<file path="src/rtl/keypad_pkg.sv">
// ---------------------------------------------------------------------------
// keypad_pkg
// Shared types for the 4x4 keypad scanner and the downstream key evaluator.
//   kp_state_t  : scanner FSM states (SCAN, DEBOUNCE, HELD)
//   key_code_t  : packed key code {row_idx[1:0], col_idx[1:0]}
//   lowestRow() : index of the lowest-numbered active-low row
// ---------------------------------------------------------------------------
package keypad_pkg;

    localparam int KEY_W    = 4;
    localparam int NUM_ROWS = 4;
    localparam int NUM_COLS = 4;

    typedef logic [KEY_W-1:0] key_code_t;

    typedef enum logic [1:0] {
        SCAN     = 2'd0,
        DEBOUNCE = 2'd1,
        HELD     = 2'd2
    } kp_state_t;

    // When several rows are pulled low at once the lowest index wins, so the
    // search runs from the top row downwards and the last hit overwrites.
    function automatic logic [1:0] lowestRow(input logic [NUM_ROWS-1:0] rowN);
        logic [1:0] idx;
        idx = 2'd0;
        for (int r = NUM_ROWS - 1; r >= 0; r--) begin
            if (!rowN[r]) begin
                idx = 2'(r);
            end
        end
        return idx;
    endfunction

endpackage

</file>
<file path="src/rtl/keypad_scanner_sync_2ff.sv">
// ---------------------------------------------------------------------------
// sync_2ff
// Two-flop synchronizer for a bus of independent asynchronous level signals.
// Each bit is synchronized on its own; no coherency between bits is implied.
// Ports:
//   clk   in  1  destination clock
//   rst_n in  1  synchronous active-low reset, loads RST_VAL into both stages
//   d_i   in  W  asynchronous input
//   q_o   out W  synchronized output (two clk of latency)
// ---------------------------------------------------------------------------
module sync_2ff #(
    parameter int           W       = 4,
    parameter logic [W-1:0] RST_VAL = '0
) (
    input  logic         clk,
    input  logic         rst_n,
    input  logic [W-1:0] d_i,
    output logic [W-1:0] q_o
);

    logic [W-1:0] meta_q;
    logic [W-1:0] sync_q;

    // Two back-to-back stages; the first may go metastable, the second gives
    // it a full clock period to resolve before anything downstream looks.
    always_ff @(posedge clk) begin
        if (!rst_n) begin
            meta_q <= RST_VAL;
            sync_q <= RST_VAL;
        end else begin
            meta_q <= d_i;
            sync_q <= meta_q;
        end
    end

    assign q_o = sync_q;

endmodule

</file>
<file path="src/rtl/keypad_scanner.sv">
// ---------------------------------------------------------------------------
// keypad_scanner
// Scans a 4x4 matrix keypad one column at a time, debounces each press and
// release, and emits exactly one key code per press.
// Ports:
//   clk       in  1  system clock
//   rst_n     in  1  synchronous active-low reset
//   row_n     in  4  keypad rows, asynchronous, active-low, bit i = row i
//   col_n     out 4  column drive, active-low, exactly one bit low
//   key_value out 4  {row_idx, col_idx} of the last accepted key (held)
//   key_valid out 1  one-cycle strobe when key_value takes a new press
//   key_held  out 1  high from accept until the release is debounced
// Parameters:
//   SCAN_DIV       clk cycles each column is driven before it is sampled
//   DEBOUNCE_SCANS consecutive matching samples to accept a press/release
// ---------------------------------------------------------------------------
module keypad_scanner
    import keypad_pkg::*;
#(
    parameter int SCAN_DIV       = 100_000,
    parameter int DEBOUNCE_SCANS = 4
) (
    input  logic      clk,
    input  logic      rst_n,
    input  logic [3:0] row_n,
    output logic [3:0] col_n,
    output key_code_t key_value,
    output logic      key_valid,
    output logic      key_held
);

    localparam int DWELL_W = (SCAN_DIV > 2) ? $clog2(SCAN_DIV) : 1;
    localparam int DEB_W   = (DEBOUNCE_SCANS > 1) ? $clog2(DEBOUNCE_SCANS + 1) : 1;

    localparam logic [DWELL_W-1:0] DWELL_LAST = DWELL_W'(SCAN_DIV - 1);
    localparam logic [DEB_W-1:0]   DEB_DONE   = DEB_W'(DEBOUNCE_SCANS);

    kp_state_t          state_q,    state_d;
    logic [1:0]         colIdx_q,   colIdx_d;
    logic [DWELL_W-1:0] dwell_q,    dwell_d;
    logic [DEB_W-1:0]   debCnt_q,   debCnt_d;
    key_code_t          cand_q,     cand_d;
    key_code_t          keyValue_q, keyValue_d;
    logic               keyValid_q, keyValid_d;
    logic               keyHeld_q,  keyHeld_d;

    logic [3:0]         rowS;
    logic               samplePoint;
    logic               rowHit;
    key_code_t          sampleCode;
    logic               candRowHigh;
    logic [DEB_W-1:0]   debNext;

    sync_2ff #(
        .W       (4),
        .RST_VAL (4'hF)
    ) u_rowSync (
        .clk   (clk),
        .rst_n (rst_n),
        .d_i   (row_n),
        .q_o   (rowS)
    );

    // Decode of the synchronized rows at the current column. Only meaningful
    // on the sample cycle, which is the last cycle of each column dwell so the
    // synchronizer has settled on the newly driven column.
    always_comb begin
        samplePoint = (dwell_q == DWELL_LAST);
        rowHit      = |(~rowS);
        sampleCode  = {lowestRow(rowS), colIdx_q};
        candRowHigh = rowS[cand_q[3:2]];
        debNext     = debCnt_q + DEB_W'(1);
    end

    // Next-state logic. All decisions happen on the sample cycle; between
    // samples only the dwell counter moves. The dwell counter wraps at every
    // sample, which is also the only time the column or state can change.
    always_comb begin
        state_d    = state_q;
        colIdx_d   = colIdx_q;
        dwell_d    = samplePoint ? '0 : dwell_q + DWELL_W'(1);
        debCnt_d   = debCnt_q;
        cand_d     = cand_q;
        keyValue_d = keyValue_q;
        keyValid_d = 1'b0;
        keyHeld_d  = keyHeld_q;

        if (samplePoint) begin
            unique case (state_q)
                SCAN: begin
                    if (rowHit) begin
                        cand_d = sampleCode;
                        // With a single-sample debounce the first hit is
                        // already the accepting sample.
                        if (DEBOUNCE_SCANS <= 1) begin
                            keyValue_d = sampleCode;
                            keyValid_d = 1'b1;
                            keyHeld_d  = 1'b1;
                            debCnt_d   = '0;
                            state_d    = HELD;
                        end else begin
                            debCnt_d = DEB_W'(1);
                            state_d  = DEBOUNCE;
                        end
                    end else begin
                        colIdx_d = colIdx_q + 2'd1;
                    end
                end

                DEBOUNCE: begin
                    if (rowHit && (sampleCode == cand_q)) begin
                        if (debNext == DEB_DONE) begin
                            keyValue_d = cand_q;
                            keyValid_d = 1'b1;
                            keyHeld_d  = 1'b1;
                            debCnt_d   = '0;
                            state_d    = HELD;
                        end else begin
                            debCnt_d = debNext;
                        end
                    end else begin
                        debCnt_d = '0;
                        colIdx_d = colIdx_q + 2'd1;
                        state_d  = SCAN;
                    end
                end

                HELD: begin
                    // Only the accepted key's row matters here; any other key
                    // in this column is ignored until the release completes.
                    if (candRowHigh) begin
                        if (debNext == DEB_DONE) begin
                            keyHeld_d = 1'b0;
                            debCnt_d  = '0;
                            colIdx_d  = colIdx_q + 2'd1;
                            state_d   = SCAN;
                        end else begin
                            debCnt_d = debNext;
                        end
                    end else begin
                        debCnt_d = '0;
                    end
                end

                default: begin
                    debCnt_d = '0;
                    state_d  = SCAN;
                end
            endcase
        end
    end

    // State and output registers, all cleared by the synchronous reset.
    always_ff @(posedge clk) begin
        if (!rst_n) begin
            state_q    <= SCAN;
            colIdx_q   <= 2'd0;
            dwell_q    <= '0;
            debCnt_q   <= '0;
            cand_q     <= '0;
            keyValue_q <= '0;
            keyValid_q <= 1'b0;
            keyHeld_q  <= 1'b0;
        end else begin
            state_q    <= state_d;
            colIdx_q   <= colIdx_d;
            dwell_q    <= dwell_d;
            debCnt_q   <= debCnt_d;
            cand_q     <= cand_d;
            keyValue_q <= keyValue_d;
            keyValid_q <= keyValid_d;
            keyHeld_q  <= keyHeld_d;
        end
    end

    // Column drive is a pure decode of the column register, so it is always
    // one-hot-low by construction.
    always_comb begin
        col_n = ~(4'b0001 << colIdx_q);
    end

    assign key_value = keyValue_q;
    assign key_valid = keyValid_q;
    assign key_held  = keyHeld_q;

endmodule

</file>
<file path="config.mk">
export PLATFORM = sky130hd
export DESIGN_NAME = keypad_scanner
export DESIGN_NICKNAME = d
export VERILOG_FILES = /design/src/rtl/keypad_pkg.sv /design/src/rtl/keypad_scanner_sync_2ff.sv /design/src/rtl/keypad_scanner.sv
export SDC_FILE = /design/constraint.sdc
export NUM_CORES = 1
export LEC_CHECK = 0
export CORE_AREA = 3 3 85 87
export CTS_CLUSTER_DIAMETER = 60
export DETAILED_ROUTE_END_ITERATION = 16
export DIE_AREA = 0 0 88 90
export PLACE_DENSITY = 0.48
export SETUP_SLACK_MARGIN = 0.05
export SLEW_MARGIN = 15
export SYNTH_ARGS = -nofsm -noshare
export SYNTH_HDL_FRONTEND = slang
export SYNTH_SLANG_ARGS = --single-unit
</file>
<file path="constraint.sdc">
create_clock -name clk -period 5.3 [get_ports clk]
set_input_delay 1.06 -clock clk [delete_from_list [all_inputs] [get_ports clk]]
set_output_delay 1.06 -clock clk [all_outputs]
set_load 0.005 [all_outputs]
</file>
Word-level counts from Yosys, hierarchy flattened:

Cells that the tools add are included.

* shift-type cells: 1
* eq/ne operators: 13
* reductions and logical operators: 13
* $add $sub $neg: 3
* muxes and demuxes: 28
* bitwise gates (word level): 3
* magnitude comparators: 1

Operators by type and width (count)
* two-way mux 2 bit: 13
* adder 17 x 1 -> 17 bit (second input constant): 1
* equality test 17 bit (second input constant): 1
* != test 2 bit (second input constant): 7
* two-way mux 3 bit: 4
* one-hot mux 2 bit (3 select lines): 2
* AND reduction 6 bit: 2
* one-hot mux 3 bit (3 select lines): 1
* NOT 4 bit: 2
* AND reduction 4 bit: 2
* two-way mux 1 bit: 6
* AND reduction 5 bit: 1
* equality test 4 bit: 1
* OR reduction 4 bit: 1
* << shifter 1 x 2 -> 4 bit (first input constant): 1
* adder 3 x 1 -> 3 bit (second input constant): 1
* equality test 3 bit (second input constant): 1
* < comparator 2 x 3 -> 1 bit (second input constant): 1
* != test 3 bit (second input constant): 1
* AND reduction 3 bit: 1
* nonzero test 3 bit: 1
* adder 2 x 1 -> 2 bit (second input constant): 1
* binary-select mux 1 bit (select 2 bit): 1
* equality test 2 x 1 -> 1 bit (second input constant): 1
* other kinds (8): 8

* output and inout port bits: 10
* input bits: 6
* logic and storage cells: 72
* register bits: 42

Longest topological paths before layout:

Gate-level depths: netlist (run 1).

* depth after elaboration: 8
* depth in mapped cells: 7
* depth with buffers taken out: 7

Modules after synthesis:

A second synthesis (run 1) with hierarchy kept.

* cells, all modules: 222
* area, all modules: 1980.6 µm²

Modules (own cells, without submodules)
* keypad_scanner: cells an instance 206, instances 1, seq. area each 680.7 µm², area each 1770.4 µm²
* sync_2ff: cells an instance 16, instances 1, seq. area each 160.2 µm², area each 210.2 µm²

Worst setup path before layout (run 1):

Ideal clock, no wire load.

* kind: register to register
* from: register dwell_q[0]
* to: register cand_q[2]
* path slack: 3188 ps
* data required time: 5235 ps
* stages on the path, launching flop included: 8
* arrival time: 2046 ps
* setup time: 65 ps
* cells stage by stage: dfxtp_1 -> ha_1 -> and4_1 -> nand2_1 -> or3_2 -> nor2_2 -> mux2_1 -> nor2_1

* longest elaborated chain between the ends: 2

RTL lines
* from (decl): RTL line keypad_scanner.sv:40 `logic [DWELL_W-1:0] dwell_q, dwell_d;`
* from (signal assigned): RTL line keypad_scanner.sv:167 `dwell_q <= dwell_d;`
* equality test 17 bit: RTL line keypad_scanner.sv:68 `samplePoint = (dwell_q == DWELL_LAST);`
* AND reduction 3 bit (no source line)
* to (signal assigned): RTL line keypad_scanner.sv:169 `cand_q <= cand_d;`
* to (decl): RTL line keypad_scanner.sv:42 `key_code_t cand_q, cand_d;`

No other way between the ends.
A chain may end at the register's enable or synchronous reset.

Final worst setup path (run 1):

* from: register colIdx_q[0]
* to: output port col_n[0]

* longest elaborated chain between the ends: 2

RTL lines
* from (decl): RTL line keypad_scanner.sv:39 `logic [1:0] colIdx_q, colIdx_d;`
* from (signal assigned): RTL line keypad_scanner.sv:166 `colIdx_q <= colIdx_d;`
* << shifter 1 x 2 -> 4 bit: RTL line keypad_scanner.sv:179 `col_n = ~(4'b0001 << colIdx_q);`
* NOT 4 bit: RTL line keypad_scanner.sv:179
* to (decl): RTL line keypad_scanner.sv:26 `output logic [3:0] col_n,`

No other way between the ends.

==> results of run 1 <==
final cells by class:
| class | count | area share |
|---|---|---|
| Clock inverter | 1 | 0.0131 |
| Inverter | 10 | 0.0164 |
| Tap cell | 77 | 0.0421 |
| Multi-Input combinational cell | 162 | 0.463 |
| Clock buffer | 7 | 0.0333 |
| Sequential cell | 42 | 0.367 |
| Timing Repair Buffer | 15 | 0.0655 |
cell families after synthesis:
kind of cell               count (synthesis)  share of synthesized area
buffers and inverters                     16                     0.0331
DFF                                       42                      0.428
and+or+nand+nor                          108                      0.285
muxes                                     10                     0.0579
adders and majority gates                  7                     0.0446
xor gates and xnor gates                  19                     0.0847
AOI/OAI and AO/OA                         18                     0.0668
state kept, by name, summed over array words and instances (netlist names):
| name | flops |
|---|---|
| debCnt_q | 3 |
| key_held | 1 |
| dwell_q | 17 |
| key_value | 4 |
| u_rowSync.meta_q | 4 |
| state_q | 2 |
| u_rowSync.q_o | 4 |
| cand_q | 4 |
| colIdx_q | 2 |
| key_valid | 1 |
path summary, 6_finish.rpt:
path / slack (ns) / startpoint / endpoint / cells past startpoint
worst max-delay path: 2.63 / colIdx_q[0]$_SDFFE_PN0P_ / col_n[0] / 4
worst min-delay path: 0.41 / u_rowSync.meta_q[1]$_SDFF_PN1_ / u_rowSync.q_o[1]$_SDFF_PN1_ / 1
worst max register to register: 2.94 / dwell_q[0]$_SDFF_PP0_ / cand_q[2]$_SDFFE_PN0P_ / 7
worst min register to register: 0.41 / u_rowSync.meta_q[1]$_SDFF_PN1_ / u_rowSync.q_o[1]$_SDFF_PN1_ / 1
per-layer routing:
layer / routed length (microns) / vias to the layer above
met5: 0 / -
met4: 42 / 0
met3: 112 / 5
met2: 1750 / 17
met1: 1790 / 661
li1: - / 783
placed cells by master, fill, tap and decap left out, types with 2 or more instances in the layout:
cell	count
nand3_1	10
clkdlybuf4s50_1	15
dfxtp_1	42
and2_1	2
nand2_1	14
xor2_1	10
nor2b_1	2
clkbuf_8	5
mux2i_1	8
inv_1	10
and3_1	2
o21ai_0	5
nor4_1	3
o211a_1	2
ha_1	7
nand2b_1	11
nand4_1	4
nor3_1	6
nor2_1	42
o21a_1	3
clkbuf_1	2
xnor2_1	9
power by group through the flow:
stage / registers [mW] / clock network (mW) / logic, mW
5_1_grt: 0.324 / 0.271 / 0.0244
6_report: 0.323 / 0.244 / 0.0212
2_1_floorplan: 0.330 / 0 / 0.0147
3_3_place_gp: 0.330 / 0 / 0.0214
4_1_cts: 0.323 / 0.256 / 0.0217
3_5_place_dp: 0.331 / 0 / 0.0216
per-stage QoR:
step / util / area (sq um) / hold WS (ns)
2_1_floorplan: - / 1970 / 0.386
3_3_place_gp: 0.340 / 2180 / 0.389
3_5_place_dp: 0.340 / 2180 / 0.393
4_1_cts: 0.357 / 2290 / 0.413
5_1_grt: 0.357 / 2290 / 0.436
6_report: 0.357 / 2290 / 0.409
worst register-to-register path: cells and delay by family, from the launching register on:
family / cells / cell delay, ns
and+or+nand+nor: 5 / 1.38
DFF: 1 / 0.36
muxes: 1 / 0.36
adders and majority gates: 1 / 0.20
==> results by group, run 1 <==
Clocking
  – PostCTS Resize Cnt: 0
  – H-tree depth: 2
  – Postcts setup bufs: 0
  – Skew-Pair Late Insertion Delay: 0.29 ns
  – Clock Sinks: 42
  – Clock Pin Slew Worst Setup and Hold Paths: 0.08 ns
  – Root buf cell: clkbuf_8
  – CTS tree: done
  – Hold-fix buffers, CTS: 0
  – Num CTS Buffers: 5
  – Clock buffer depth: 2

Yosys
  – Avg Inst Size Synth: 8.93 sq um
  – Post-Synthesis Net Count: 233
  – Post-synth EDFFs: 0
  – FF+latch count, synth: 42
  – Synth async-reset ratio: 0
  – Share of the synthesized area in the top cell type: 0.428
  – Post-Syn Area: 1970 sq um
  – Synth warn: 0
  – Top cells by area, synth: dfxtp_1, nor2_1, ha_1
  – Post-synthesis sequential area ratio: 0.428
  – Synth area leader: dfxtp_1
  – Main synth FF type: dfxtp_1
  – Synth top cells by count: dfxtp_1, nor2_1, nand2_1
  – Cells after synthesis: 220
  – Yosys cell types: 44

Cells and area
  – Layout cells sized above 1: 0.0549
  – FILL cells: 676
  – Fin cells: 314
  – N_diodes: 0
  – Sequential cell area: 841 sq um
  – Area of the multi-input gates: 1060 sq um
  – Area grow syn2layout: 16.6%
  – Nets: 249

Power
  – Sw frac: 0.200
  – P_int: 471 uW
  – Sequential share of power: 0.549
  – PwrDens: 257 nW/um^2
  – Lkg Pwr: 0.816 nW
  – Psw: 118 uW
  – Comb power frac: 0.036
  – Clk pwr share: 0.415
  – Power Total: 588 uW
  – Peak VDD IR: 99.9 uV

Floorplanning
  – Initial core utilization: 0.306
  – Core Region: 6420 sq um
  – I/O pins: 16
  – Die ar.: 7920 sq um
  – Row cnt: 29
  – Die width: 88 microns
  – DIE HEIGHT: 90 microns

Global routing
  – Largest net degree at the start of global routing: 19
  – Vias in the first global route: 1460
  – GR Util met2: 0.169
  – Remaining Overflow, GRT: 0
  – Total GRT Usage: 0.106
  – Most used routing layer: met2
  – Global Route met3 Usage: 0.0302
  – Initial antenna violation count: 0
  – Met1 global-route usage: 0.135
  – First-pass GRT wire length: 6690 microns

Critical path
  – Crit path DAT: 1.61 ns
  – Buffers & Inverters on Critical Path: 3
  – Setup crit start kind: flop
  – CP max-delay cell: clkdlybuf4s50_1
  – Worst setup EP type: primary output
  – Crit Path Class: flop to primary output
  – Critical-path cell list: inv_1 > ha_1 > inv_1 > clkdlybuf4s50_1
  – Crit path top cell by count: inv_1
  – Max incr delay on CP: 0.49 ns
  – Critical Path Fanout Max: 6
  – Largest delay share family, worst path: buffers and inverters
  – Worst path required time: 4.24 ns

Place
  – Port Buffers: 15
  – Worst slack, placed: 2.38 ns
  – Dpl cells: 306
  – HPWL after detailed placement: 2750 microns
  – RePlAce Congestion: 0.766

STA
  – Final min period: 2.67 ns
  – Slew @ Worst Pin: 0.605 ns
  – Final count of negative-setup-slack endpoints: 0
  – Final hold vios: 0
  – Setup Total Neg Slack: 0 ns
  – Crit share post-route: 0.503
  – Relative slew margins: 0.595
  – Max Clk Rate: 375 MHz
  – Unrepaired setup endpoints after global routing: no
  – Max Slew Vio Count: 0
  – Final setup skew: 0.00790 ns
  – Setup ws final: 2.63 ns

Routing
  – Antenna-violating nets left: 0
  – Routed wire per std cell: 11.8 microns
  – Iter 0 DRT Violations: 32
  – Final wirelength: 3700 microns
  – 1st-pass router iterations: 4
  – Residual DRC: 0
  – Via density per instance: 4.67
  – Via count: 1466

Outcome
  – Status: completed

Flow run
  – Maxcap violations: 0

Min path
  – Hold Crit Class: flop to flop
Power figures use the tool's default switching activity.
==> run 2: changes to the inputs <==
PLACE_DENSITY = 0.5   (was 0.48)
clock period = 2.3 ns   (was 5.3 ns; I/O delays follow)
==> results by group, run 2 (same netlist as run 1, synthesis figures left out) <==
Outcome
  – Status: completed

Critical path
  – Crit Path Class: flop to flop
  – Worst setup EP type: flop
  – Worst Reg-to-Reg Cells: 8 (+1)
  – Reg2reg setup slack: 0.15 ns (-2.79 ns)
  – Setup crit start kind: flop
  – Critical Path Fanout Max: 5 (-1)
  – Crit path to: key_value[3]$_SDFFE_PN0P_
  – Worst R2R End: key_value[3]$_SDFFE_PN0P_
  – Worst path required time: 2.48 ns (-1.76 ns)
  – Crit path DAT: 2.33 ns (+0.72 ns)
  – Reg-to-reg critical path startpoint: dwell_q[0]$_SDFF_PP0_
  – Critical Path Start: dwell_q[0]$_SDFF_PP0_

Global routing
  – Vias in the first global route: 1453 (-0.48%)
  – Remaining Overflow, GRT: 0 (unchanged)
  – First-pass GRT wire length: 6530 microns (-2.5%)
  – Total GRT Usage: 0.104 (-0.00196)
  – Initial antenna violation count: 0 (unchanged)
  – Largest net degree at the start of global routing: 17 (-2)

Floorplanning
  – Row cnt: 29 (unchanged)
  – Initial core utilization: 0.306 (unchanged)
  – DIE HEIGHT: 90 microns (unchanged)
  – Die ar.: 7920 sq um (unchanged)
  – Core Region: 6420 sq um (unchanged)
  – Die width: 88 microns (unchanged)
  – I/O pins: 16 (unchanged)

Routing
  – Residual DRC: 0 (unchanged)
  – Routed wire per std cell: 11.7 microns (-0.77%)
  – Via count: 1484 (+1.2%)
  – Via density per instance: 4.61 (-1.3%)
  – 1st-pass router iterations: 4 (unchanged)
  – Final wirelength: 3760 microns (+1.8%)
  – Iter 0 DRT Violations: 26 (-19%)
  – Antenna-violating nets left: 0 (unchanged)

STA
  – Max Slew Vio Count: 0 (unchanged)
  – Unrepaired setup endpoints after global routing: no
  – Max Clk Rate: 465 MHz
  – Final min period: 2.15 ns
  – Slew @ Worst Pin: 0.487 ns (-0.118 ns)
  – Setup Total Neg Slack: 0 ns (unchanged)
  – Final count of negative-setup-slack endpoints: 0 (unchanged)
  – Final hold vios: 0 (unchanged)
  – Relative slew margins: 0.673 (+0.0774)
  – Crit share post-route: 0.936
  – WHS: 0.407 ns (-0.00211 ns)
  – Final setup skew: 0.00184 ns (-0.00606 ns)

Cells and area
  – Largest Register: dwell_q
  – Layout cells sized above 1: 0.106 (+0.0513)
  – FILL cells: 661 (-2.2%)
  – Max reg flops: 17 (unchanged)
  – Area grow syn2layout: 19.7%
  – Fin cells: 322 (+2.5%)
  – N_diodes: 0 (unchanged)
  – Commonest non-fill, non-tap cells in the layout: nor2_1, dfxtp_1, clkdlybuf4s50_1
  – Area of the multi-input gates: 1070 sq um (+1.1%)
  – Sequential cell area: 841 sq um (unchanged)
  – Nets: 259 (+4.0%)

Place
  – HPWL after detailed placement: 2810 microns (+2.3%)
  – Port Buffers: 15 (unchanged)
  – RePlAce Congestion: 0.728 (-5.0%)
  – Dpl cells: 315 (+2.9%)

Clocking
  – Num CTS Buffers: 5 (unchanged)
  – Clock Sinks: 42 (unchanged)
  – Clock Pin Slew Worst Setup and Hold Paths: 0.07 ns (about the same)
  – Clock buffer depth: 2 (unchanged)
  – Skew-Pair Late Insertion Delay: 0.28 ns (about the same)
  – H-tree depth: 2 (unchanged)
  – Root buf cell: clkbuf_8
  – CTS tree: done

Power
  – PwrDens: 533 nW/um^2 (+110%)
  – Peak VDD IR: 247 uV (+150%)
  – Lkg Pwr: 0.858 nW (+5.1%)

Min path
  – Hold Crit Class: flop to flop

Flow run
  – Maxcap violations: 0 (unchanged)
run 2: cell types whose count changed in the layout (fill, tap and decap cells not counted):
cell       change
or3_4          +1
clkbuf_8       +1
nand2_1        -1
ha_1           -1
and4_4         +1
nand2_2        +1
ha_2           +1
or3_2          -1
buf_4         +10
bufinv_16      -1
and4_1         -1
clkbuf_1       -2
run 2: power breakdown:
group          internal (mW)  leakage (nW)  switching [mW]
clock network          0.231        0.0431           0.225
registers              0.738         0.341         0.00699
logic                 0.0262         0.474          0.0279
total                  0.995         0.858           0.260
run 2: worst max-delay path, cell delays in order, from the launching register on:
cell and delay [ns]:
dfxtp_1 0.36, ha_2 0.22, and4_4 0.26, nand2_2 0.09, or4_4 0.55, nor4_4 0.14, buf_4 0.19, mux2i_1 0.19
nor2_1 0.05
run 2: layout make-up:
cell class | count | area share
flip-flops and latches | 42 | 0.357
clock buffers | 6 | 0.0351
repair buffers | 25 | 0.0957
well taps | 77 | 0.0409
inverters | 10 | 0.0159
multi-input cells | 162 | 0.455
run 2: through the flow:
step,total power [mW],instance area (sq um),util,setup slack (ns)
2_1_floorplan,0.793,1970,-,0.188
3_3_place_gp,0.817,2250,0.351,0.143
3_5_place_dp,0.816,2250,0.351,0.108
4_1_cts,1.28,2330,0.364,0.0982
5_1_grt,1.33,2350,0.366,0.0391
6_report,1.26,2350,0.366,0.148
run 2: worst min-delay path by stage:
stage	depth (start not counted)	start	slack (ns)	endpoint
global placement	1	u_rowSync.meta_q[2]$_SDFF_PN1_	0.39	u_rowSync.q_o[2]$_SDFF_PN1_
CTS	1	u_rowSync.meta_q[2]$_SDFF_PN1_	0.41	u_rowSync.q_o[2]$_SDFF_PN1_
floorplan	1	u_rowSync.meta_q[0]$_SDFF_PN1_	0.39	u_rowSync.q_o[0]$_SDFF_PN1_
finish	1	u_rowSync.meta_q[2]$_SDFF_PN1_	0.41	u_rowSync.q_o[2]$_SDFF_PN1_
global route	1	u_rowSync.meta_q[3]$_SDFF_PN1_	0.42	u_rowSync.q_o[3]$_SDFF_PN1_
detailed placement	1	u_rowSync.meta_q[2]$_SDFF_PN1_	0.39	u_rowSync.q_o[2]$_SDFF_PN1_
run 2: per-layer routing:
layer / vias to the layer above / routed length, microns / global-route usage
li1: 797 / - / -
met1: 671 / 1860 / 0.131
met2: 14 / 1770 / 0.161
met3: 2 / 108 / 0.0393
met4: 0 / 24 / 0.0320
met5: - / 0 / 0
run 2: timing repair:
| action | 4_1_cts | 5_1_grt |
|---|---|---|
| buffers inserted | 0 | 1 |
| endpoints found under the setup margin | 0 | 8 |
| gates resized for setup | 0 | 4 |
| hold buffers | 0 | 0 |
